`src/rtl/rr_packet_selector.sv`:
```
// rr_packet_selector
//   Round-robin packet arbiter with a registered one-hot AND-OR output stage.
//   Up to CH_NUM valid/ready producers share one consumer. A grant is held
//   until the granted channel's last beat is accepted, then the round-robin
//   pointer moves past the winner.
//
// Ports
//   clk        rising-edge clock
//   rst        synchronous active-high reset
//   in_data    packed channel data, channel i at [(i+1)*DATA_W-1 : i*DATA_W]
//   in_valid   per-channel valid
//   in_last    per-channel last-beat marker (qualified by in_valid)
//   in_ready   per-channel ready (only the granted channel can see 1)
//   out_data   registered output data
//   out_valid  registered output valid
//   out_last   registered output last-beat marker
//   out_ready  downstream ready
//   grant      registered one-hot grant, all-zero when idle
//   busy       high while a packet holds the grant
module rr_packet_selector #(
   parameter int DATA_W = 2,
   parameter int CH_NUM = 4,
   parameter int PTR_W  = (CH_NUM > 1) ? $clog2(CH_NUM) : 1
) (
   input  logic                     clk,
   input  logic                     rst,
   input  logic [DATA_W*CH_NUM-1:0] in_data,
   input  logic [CH_NUM-1:0]        in_valid,
   input  logic [CH_NUM-1:0]        in_last,
   output logic [CH_NUM-1:0]        in_ready,
   output logic [DATA_W-1:0]        out_data,
   output logic                     out_valid,
   output logic                     out_last,
   input  logic                     out_ready,
   output logic [CH_NUM-1:0]        grant,
   output logic                     busy
);

   typedef enum logic {
      IDLE = 1'b0,
      LOCK = 1'b1
   } state_t;

   state_t              state, state_nxt;
   logic [PTR_W-1:0]    ptr, ptr_nxt;
   logic [CH_NUM-1:0]   grant_nxt;
   logic [DATA_W-1:0]   data_nxt;
   logic                valid_nxt;
   logic                last_nxt;

   logic [DATA_W-1:0]   mux_data;
   logic                mux_last;
   logic [CH_NUM-1:0]   pick;
   logic [PTR_W-1:0]    gidx;
   logic                in_xfer;
   logic                out_xfer;

   // The output register can take a new beat when empty or draining this cycle.
   assign in_ready = grant & {CH_NUM{~out_valid | out_ready}};
   assign busy     = (state == LOCK);
   assign in_xfer  = |(in_valid & in_ready);
   assign out_xfer = out_valid & out_ready;

   // One-hot AND-OR mux of the granted channel.
   always_comb begin
      mux_data = '0;
      mux_last = 1'b0;
      for (int unsigned i = 0; i < CH_NUM; i++) begin
         mux_data = mux_data | (in_data[i*DATA_W +: DATA_W] & {DATA_W{grant[i]}});
         mux_last = mux_last | (in_last[i] & grant[i]);
      end
   end

   // First requester at or after ptr, wrapping around.
   always_comb begin
      int unsigned c;
      c    = 0;
      pick = '0;
      for (int unsigned k = 0; k < CH_NUM; k++) begin
         c = 32'(ptr) + k;
         if (c >= CH_NUM) c = c - CH_NUM;
         if ((pick == '0) && in_valid[c]) pick[c] = 1'b1;
      end
   end

   // Index of the current grant, used to advance the pointer on release.
   always_comb begin
      gidx = '0;
      for (int unsigned i = 0; i < CH_NUM; i++) begin
         if (grant[i]) gidx = PTR_W'(i);
      end
   end

   always_comb begin
      state_nxt = state;
      ptr_nxt   = ptr;
      grant_nxt = grant;
      data_nxt  = out_data;
      last_nxt  = out_last;
      valid_nxt = out_valid;

      if (out_xfer) valid_nxt = 1'b0;
      if (in_xfer) begin
         data_nxt  = mux_data;
         last_nxt  = mux_last;
         valid_nxt = 1'b1;
      end

      case (state)
         IDLE: begin
            if (|in_valid) begin
               grant_nxt = pick;
               state_nxt = LOCK;
            end else begin
               grant_nxt = '0;
            end
         end
         LOCK: begin
            if (in_xfer && mux_last) begin
               grant_nxt = '0;
               state_nxt = IDLE;
               ptr_nxt   = (32'(gidx) == CH_NUM - 1) ? '0 : gidx + 1'b1;
            end
         end
         default: begin
            state_nxt = IDLE;
            grant_nxt = '0;
         end
      endcase
   end

   always_ff @(posedge clk) begin
      if (rst) begin
         state     <= IDLE;
         ptr       <= '0;
         grant     <= '0;
         out_data  <= '0;
         out_valid <= 1'b0;
         out_last  <= 1'b0;
      end else begin
         state     <= state_nxt;
         ptr       <= ptr_nxt;
         grant     <= grant_nxt;
         out_data  <= data_nxt;
         out_valid <= valid_nxt;
         out_last  <= last_nxt;
      end
   end

endmodule

```
`config.mk`:
```
export PLATFORM = sky130hd
export DESIGN_NAME = rr_packet_selector
export DESIGN_NICKNAME = d
export VERILOG_FILES = /design/src/rtl/rr_packet_selector.sv
export SDC_FILE = /design/constraint.sdc
export NUM_CORES = 1
export LEC_CHECK = 0
export BUFFER_PORTS_ARGS = -buffer_cell sky130_fd_sc_hd__buf_2
export CORE_AREA = 8 8 53 55
export DETAILED_ROUTE_END_ITERATION = 7
export DIE_AREA = 0 0 61 63
export PLACE_DENSITY = 0.9
export SLEW_MARGIN = 10
export SYNTH_ARGS = -nofsm -noshare
export SYNTH_HDL_FRONTEND = slang
export SYNTH_SLANG_ARGS = --single-unit
export TNS_END_PERCENT = 100
```
`constraint.sdc`:
```
create_clock -name clk -period 7.2 [get_ports clk]
set_clock_uncertainty 0.2 [all_clocks]
set_input_delay 0.36 -clock clk [delete_from_list [all_inputs] [get_ports clk]]
set_output_delay 0.36 -clock clk [all_outputs]
set_load 0.02 [all_outputs]
```
==> flow_metrics.env, run 1 <==
export IMPL_status="finished clean"
export IMPL_gp_congestion=0.929
export IMPL_grt_util_all_layers=0.137
export IMPL_wl_met2_um=1190
export IMPL_pwr_share_comb=0.286
export IMPL_clock_latency_ns=0.28
export IMPL_overflow=0
export IMPL_cpPeakStageDelay_ns=0.59
export IMPL_initial_core_util=0.501
export IMPL_post_route_period_util=0.403
export IMPL_final_cells=173
export IMPL_io_pins=32
export IMPL_cts_root_buf="clkbuf_4"
export IMPL_numCtsBuffers=3
export IMPL_drive_gt1_frac=0.297
export IMPL_crit_family="compound AO/OA/AOI/OAI gates"
export IMPL_portBuffers=31
export IMPL_grt_pass1_wl_um=4170
export IMPL_hold_class="input pin to register"
export IMPL_cp_end_kind="register"
export IMPL_final_hold_violation_count=0
export IMPL_cts_resized_gates=0
export IMPL_finalSetupTns_ns=0
export IMPL_antenna_found_initial=0
export IMPL_multi_input_area_um2=757
export IMPL_hold_start="rst"
export IMPL_grt_start_max_net_pins=13
export IMPL_p_switching_mw=0.0535
export IMPL_power_leakage_nw=0.495
export IMPL_dieHeight_um=63
export IMPL_placed_cells=169
export IMPL_drtIter0Drc=54
export IMPL_final_nets=173
export IMPL_critPathKind="register to register"
export IMPL_fin_crit_ns=2.90
export IMPL_route_detailed_drc=0
export IMPL_r2r_start="ptr[0]$_SDFFE_PP0P_"
export IMPL_ys_flop_type="dfxtp_1"
export IMPL_die_w_um=61
export IMPL_path_clk_slew_ns=0.08
export IMPL_ys_seq_elements=11
export IMPL_pwr_share_seq=0.437
export IMPL_diodes=0
export IMPL_vias=1069
export IMPL_clock_path_buffers=2
export IMPL_report_final_slew_viol_count=0
export IMPL_syn_area_per_cell_um2=8.91
export IMPL_cp_start_kind="register"
export IMPL_drt_pass1_iterations=4
export IMPL_p_int_mw=0.104
export IMPL_seq_area_um2=220
export IMPL_cp_data_required_time_ns=7.18
export IMPL_max_cap_viol_count=0
export IMPL_cts_tree="built"
export IMPL_switching_share=0.339
export IMPL_cts_setup_buffers=0
export IMPL_yosys_warnings=0
export IMPL_synthCells=116
export IMPL_postCtsHoldBufs=0
export IMPL_fillers=173
export IMPL_syn_to_final_growth_pct=17.3
export IMPL_path_max_fanout=11
export IMPL_p_per_area_nw_per_um2=130
export IMPL_ir_worst_vdd_mv=0.0603
export IMPL_wl_met1_um=1050
export IMPL_worstMarginPinSlew_ns=0.773
export IMPL_routed_top_layer="met4"
export IMPL_cp_cell_sequence="inv_1 > ha_1 > or4_1 > a211o_1 > nand2_1 > a211oi_1 > a221o_1"
export IMPL_yosysUniqueCellTypes=43
export IMPL_critPathArrivalTime_ns=2.88
export IMPL_synth_edf_count=0
export IMPL_ys_async_sr_fraction=0
export IMPL_post_drt_wl_per_cell_um=15.5
export IMPL_wl_met3_um=365
export IMPL_rsz0062_at_grt="no"
export IMPL_cp_slowest_cell="dfxtp_1"
export IMPL_grt_pass1_vias=971
export IMPL_cts_sinks=11
export IMPL_coreArea_um2=2060
export IMPL_relSlewSlack=0.480
export IMPL_critPathLaunch="ptr[0]$_SDFFE_PP0P_"
export IMPL_syn_nets=143
export IMPL_cp_num_buf_inv=1
export IMPL_synth_area_um2=1030
export IMPL_hpwl_um=2140
export IMPL_vias_per_cell=6.18
export IMPL_route_antenna_remaining_nets=0
export IMPL_p_clk_frac=0.277
export IMPL_finalSetupViolCount=0
export IMPL_htree_levels=1
export IMPL_dieArea_um2=3840
export IMPL_rows=17
export IMPL_ys_seq_area_frac=0.213
export IMPL_max_freq_ghz=0.344
export IMPL_drt_total_wl_um=2680
## layer usage
metal | vias to the layer above | track usage
met5 | - | 0
met4 | 0 | 0.0787
met3 | 12 | 0.0453
met2 | 57 | 0.206
met1 | 487 | 0.160
li1 | 513 | -
## state kept, by name, summed over array words and instances, names as in the netlist
name / count
out_valid: 1
out_last: 1
grant: 4
busy: 1
ptr: 2
out_data: 2
## final timing paths
path / endpoint / slack [ns] / cells past startpoint
setup / recovery: grant[2]$_SDFFE_PP0P_ / 4.30 / 7
hold / removal: out_valid$_SDFFE_PP0P_ / 0.23 / 2
setup reg to reg: grant[2]$_SDFFE_PP0P_ / 4.30 / 7
hold reg to reg: out_data[0]$_SDFFE_PP0P_ / 0.26 / 2
## power groups by stage
stage                     Sequential (mW)  Combinational (mW)  Clock, mW
after floorplan                    0.0722              0.0279          0
after global placement             0.0702              0.0439          0
after detailed placement           0.0705              0.0447          0
after CTS                          0.0690              0.0450     0.0444
after global routing               0.0698              0.0490     0.0493
final                              0.0690              0.0452     0.0437
## metrics by stage
step	hold WS (ns)	instance area (µm²)	worst slack [ns]	power [mW]	utilization
2_1_floorplan	0.335	1030	4.63	0.100	-
3_3_place_gp	0.241	1190	4.40	0.114	0.575
3_5_place_dp	0.246	1190	4.32	0.115	0.575
4_1_cts	0.226	1210	4.32	0.158	0.588
5_1_grt	0.232	1210	4.17	0.168	0.588
6_report	0.226	1210	4.30	0.158	0.588
## cell usage in the layout (no fill, tap or decap), drive strengths merged, types with 2 or more instances in the layout
cell type,n
a211o,3
a211oi,2
a21bo,2
a21o,5
a21oi,7
a221o,2
a221oi,2
a22o,3
a22oi,4
a41oi,2
and2,4
and3,2
buf,31
clkbuf,4
dfxtp,11
ha,8
inv,5
mux2i,3
mux4,3
nand2,5
nand3,2
nor2,8
nor3,3
nor4,2
o211ai,5
o21ai,4
o311ai,2
## cells in the mapped netlist, types with 2 or more instances
| cell type | instances | area [µm²] |
|---|---|---|
| clkbuf_1 | 4 | 15.0 |
| a22o_1 | 3 | 26.3 |
| mux4_2 | 2 | 45.0 |
| nand2_1 | 5 | 18.8 |
| nand3_1 | 2 | 10.0 |
| a22oi_1 | 4 | 30.0 |
| a221o_1 | 2 | 20.0 |
| a21o_1 | 5 | 37.5 |
| nor4_1 | 2 | 12.5 |
| dfxtp_1 | 11 | 220 |
| ha_1 | 8 | 100 |
| and2_1 | 4 | 25.0 |
| and3_1 | 2 | 12.5 |
| o211ai_1 | 5 | 37.5 |
| a211oi_1 | 2 | 15.0 |
| o311ai_1 | 2 | 17.5 |
| a21oi_1 | 7 | 35.0 |
| nor2_1 | 8 | 30.0 |
| nor3_1 | 2 | 10.0 |
| o21ai_0 | 2 | 10.0 |
| buf_6 | 2 | 22.5 |
| mux2i_1 | 3 | 30.0 |
| inv_1 | 5 | 18.8 |
| a211o_1 | 3 | 26.3 |
| o21ai_1 | 2 | 10.0 |
| a41oi_1 | 2 | 17.5 |
## kinds of logic after synthesis
| logic type | share of synthesized area |
|---|---|
| AOI/OAI and AO/OA | 0.349 |
| and+or+nand+nor | 0.178 |
| buffers and inverters | 0.0545 |
| DFF | 0.213 |
| adders and majority gates | 0.0969 |
| muxes | 0.109 |
## layout make-up
class                           instances  share of cell area
Multi-Input combinational cell         94               0.624
Sequential cell                        11               0.182
Timing Repair Buffer                   31               0.128
Tap cell                               28              0.0289
Clock buffer                            4              0.0217
Inverter                                5              0.0155
Note: power is estimated with default switching activity, not from simulation.
==> run 2, diff against run 1 <==
--- a/config.mk
+++ b/config.mk
@@ -5,11 +5,12 @@
 export SDC_FILE = /design/constraint.sdc
 export NUM_CORES = 1
 export LEC_CHECK = 0
+export ABC_AREA = 1
 export BUFFER_PORTS_ARGS = -buffer_cell sky130_fd_sc_hd__buf_2
-export CORE_AREA = 8 8 53 55
+export CORE_AREA = 8 8 55 57
 export DETAILED_ROUTE_END_ITERATION = 7
-export DIE_AREA = 0 0 61 63
-export PLACE_DENSITY = 0.9
+export DIE_AREA = 0 0 63 65
+export PLACE_DENSITY = 0.86
 export SLEW_MARGIN = 10
 export SYNTH_ARGS = -nofsm -noshare
 export SYNTH_HDL_FRONTEND = slang
==> constraint.sdc (replaced) <==
create_clock -name clk -period 3 [get_ports clk]
set_clock_uncertainty 0.2 [all_clocks]
set_input_delay 0.15 -clock clk [delete_from_list [all_inputs] [get_ports clk]]
set_output_delay 0.15 -clock clk [all_outputs]
set_load 0.02 [all_outputs]
==> run 2 against run 1 <==
Compared with the run above: clock power is 130% higher; register-to-register slack worse by 3.9 ns; largest power group is now combinational cells; sequential share of layout area is 1.0 points lower; setup slack worse by 3.9 ns; via count is 4.1% higher; fmax is 13% higher; sequential cell count stayed put; highest routed layer unchanged; critical endpoint unchanged; total power grew to 3.6 times the previous value; synthesized cell count is 41% higher; critical path depth is 11 higher; cell area is 6.0% higher; count of clock-buffer cells in the layout stayed put.
==> flow_metrics.env, run 2 <==
export IMPL_status="finished clean"
export IMPL_utilization=0.598
export IMPL_portBuffers=31
export IMPL_htree_levels=1
export IMPL_synth_area_um2=1060
export IMPL_ys_top_cells_by_area="dfxtp_1 (21%), nand2_1 (12%), ha_1 (9.4%)"
export IMPL_drt_total_wl_um=2670
export IMPL_diodes=0
export IMPL_vias_per_cell=4.90
export IMPL_fin_area_um2=1280
export IMPL_drive_gt1_frac=0.332
export IMPL_holdPathStages=4
export IMPL_dp_slack_ns=0.448
export IMPL_report_final_slew_viol_count=0
export IMPL_r2r_cells=18
export IMPL_route_antenna_remaining_nets=0
export IMPL_drtIter0Drc=47
export IMPL_grt_start_max_net_pins=12
export IMPL_yosysUniqueCellTypes=22
export IMPL_overflow=0
export IMPL_critPathArrivalTime_ns=2.52
export IMPL_pwr_share_seq=0.334
export IMPL_final_cell_mix="nand2_1 (34), buf_2 (31), nand3_1 (20)"
export IMPL_ys_flop_type="dfxtp_1"
export IMPL_r2r_slack_ns=0.43
export IMPL_cp_slowest_cell="dfxtp_1"
export IMPL_largest_reg_flops=4
export IMPL_cp_end_kind="register"
export IMPL_syn_nets=190
export IMPL_p_clk_frac=0.180
export IMPL_finalSetupTns_ns=0
export IMPL_clock_path_buffers=2
export IMPL_grt_util_all_layers=0.127
export IMPL_grt_pass1_vias=1030
export IMPL_route_detailed_drc=0
export IMPL_path_clk_slew_ns=0.07
export IMPL_r2r_end="grant[2]$_SDFFE_PP0P_"
export IMPL_synth_most_common_cell="nand2_1"
export IMPL_drt_pass1_iterations=4
export IMPL_path_max_fanout=9
export IMPL_gp_congestion=0.860
export IMPL_ys_seq_elements=11
export IMPL_worstMarginPinSlew_ns=0.298
export IMPL_clock_latency_ns=0.27
export IMPL_max_flop_register="grant"
export IMPL_cts_sinks=11
export IMPL_yosys_warnings=0
export IMPL_hold_class="input pin to register"
export IMPL_syn_area_per_cell_um2=6.53
export IMPL_final_common_cell="nand2_1"
export IMPL_relSlewSlack=0.801
export IMPL_pwr_share_comb=0.487
export IMPL_max_cap_viol_count=0
export IMPL_hold_start="out_ready"
export IMPL_io_pins=32
export IMPL_cpPeakStageDelay_ns=0.50
export IMPL_antenna_found_initial=0
export IMPL_vias=1113
export IMPL_placed_area_um2=1250
export IMPL_rsz0062_at_grt="no"
export IMPL_p_int_mw=0.317
export IMPL_cts_setup_buffers=0
export IMPL_initial_core_util=0.496
export IMPL_ys_async_sr_fraction=0
export IMPL_synthCells=163
export IMPL_synth_edf_count=0
export IMPL_finalSetupViolCount=0
export IMPL_final_nets=227
export IMPL_synth_top_cell_by_area="dfxtp_1"
export IMPL_die_w_um=63
export IMPL_dieHeight_um=65
export IMPL_critPathKind="register to register"
export IMPL_ys_seq_area_frac=0.207
export IMPL_max_freq_ghz=0.389
export IMPL_r2r_start="ptr[0]$_SDFFE_PP0P_"
export IMPL_ir_worst_vdd_mv=0.448
export IMPL_cp_cell_sequence="inv_2 > ha_1 > inv_1 > nand3_1 > nand2_1 > clkinv_1 > nand2_2 > inv_2 > nand3_1 > nand2_2 > nor2_2 > nand3_1 > nand2_2 > nor2_4 > nand2_2 > nand2_1 > nand3_1 > a21oi_1"
export IMPL_setup_slack_ns=0.427
export IMPL_dieArea_um2=4100
export IMPL_post_route_period_util=0.858
export IMPL_fin_crit_ns=2.57
export IMPL_p_switching_mw=0.245
export IMPL_p_per_area_nw_per_um2=437
export IMPL_grt_pass1_wl_um=4440
export IMPL_min_to="out_valid$_SDFFE_PP0P_"
export IMPL_final_hold_violation_count=0
export IMPL_hpwl_um=2160
export IMPL_cp_start_kind="register"
export IMPL_rows=17
export IMPL_largestRegisters="grant x4, out_data x2, ptr x2"
export IMPL_cp_data_required_time_ns=2.95
export IMPL_cts_root_buf="clkbuf_4"
export IMPL_yosys_top_cells_count="nand2_1 (34), nand3_1 (20), inv_1 (19)"
export IMPL_numCtsBuffers=3
export IMPL_yosysTopAreaCellShare=0.207
export IMPL_coreArea_um2=2150
export IMPL_post_drt_wl_per_cell_um=11.8
export IMPL_cts_tree="built"
export IMPL_syn_to_final_growth_pct=20.7
export IMPL_power_leakage_nw=0.660
export IMPL_switching_share=0.435
[run 2: cell type report]
cell class              count  area [µm²]
fillers                   220         863
inverters                  25        93.8
clock buffers               4        26.3
well taps                  28        35.0
multi-input cells         126         737
repair buffers             33         173
flip-flops and latches     11         220
[run 2: cells by family (layout without fill, tap and decap cells)]
group / count (synthesis) / in the layout / synth area share
compound gates: 21 / 21 / 0.135
buf+inv: 26 / 62 / 0.101
flops: 11 / 11 / 0.207
simple gates: 97 / 97 / 0.463
fa+ha+maj: 8 / 8 / 0.0940
[run 2: timing repair]
| action | in CTS | in global routing |
|---|---|---|
| hold endpoints to repair | 5 | 0 |
| hold buffers | 1 | 0 |
| resized for setup | 0 | 0 |
[run 2: metal layers]
layer	GRT usage	share of wire
met1	0.152	0.45
met2	0.219	0.50
met3	0.0326	0.031
met4	0.0370	0.017
met5	0	0
[run 2: worst max-delay path by stage]
stage,slack (ns),from,to
after CTS,0.44,ptr[0]$_SDFFE_PP0P_,grant[2]$_SDFFE_PP0P_
final,0.43,ptr[0]$_SDFFE_PP0P_,grant[2]$_SDFFE_PP0P_
after global routing,0.19,ptr[0]$_SDFFE_PP0P_,grant[3]$_SDFFE_PP0P_
after detailed placement,0.45,ptr[0]$_SDFFE_PP0P_,grant[3]$_SDFFE_PP0P_
after global placement,0.52,ptr[0]$_SDFFE_PP0P_,grant[2]$_SDFFE_PP0P_
after floorplan,0.67,ptr[0]$_SDFFE_PP0P_,grant[0]$_SDFFE_PP0P_
[run 2: stage by stage]
| stage | power, mW | instances | hold slack, ns |
|---|---|---|---|
| after floorplan | 0.390 | 163 | 0.0285 |
| after CTS | 0.565 | 227 | 0.00696 |
| final | 0.562 | 227 | 0.0116 |
| after global placement | 0.459 | 222 | 0.252 |
| after detailed placement | 0.462 | 222 | 0.259 |
| after global routing | 0.607 | 227 | 0.0173 |
[run 2: power groups by stage]
stage	registers, mW	logic [mW]	clock network [mW]
CTS	0.187	0.274	0.104
global placement	0.190	0.269	0
global route	0.190	0.305	0.112
finish	0.187	0.273	0.101
detailed placement	0.190	0.271	0
floorplan	0.210	0.180	0
[run 2: critical path: cells and delay by family, from the launching register on]
kind | cells | cell delay, ns
AND/OR/NAND/NOR | 12 | 0.98
buffers and inverters | 4 | 0.37
flip-flops | 1 | 0.50
AO/OA/AOI/OAI | 1 | 0.06
adder cells (fa/ha/maj) | 1 | 0.34
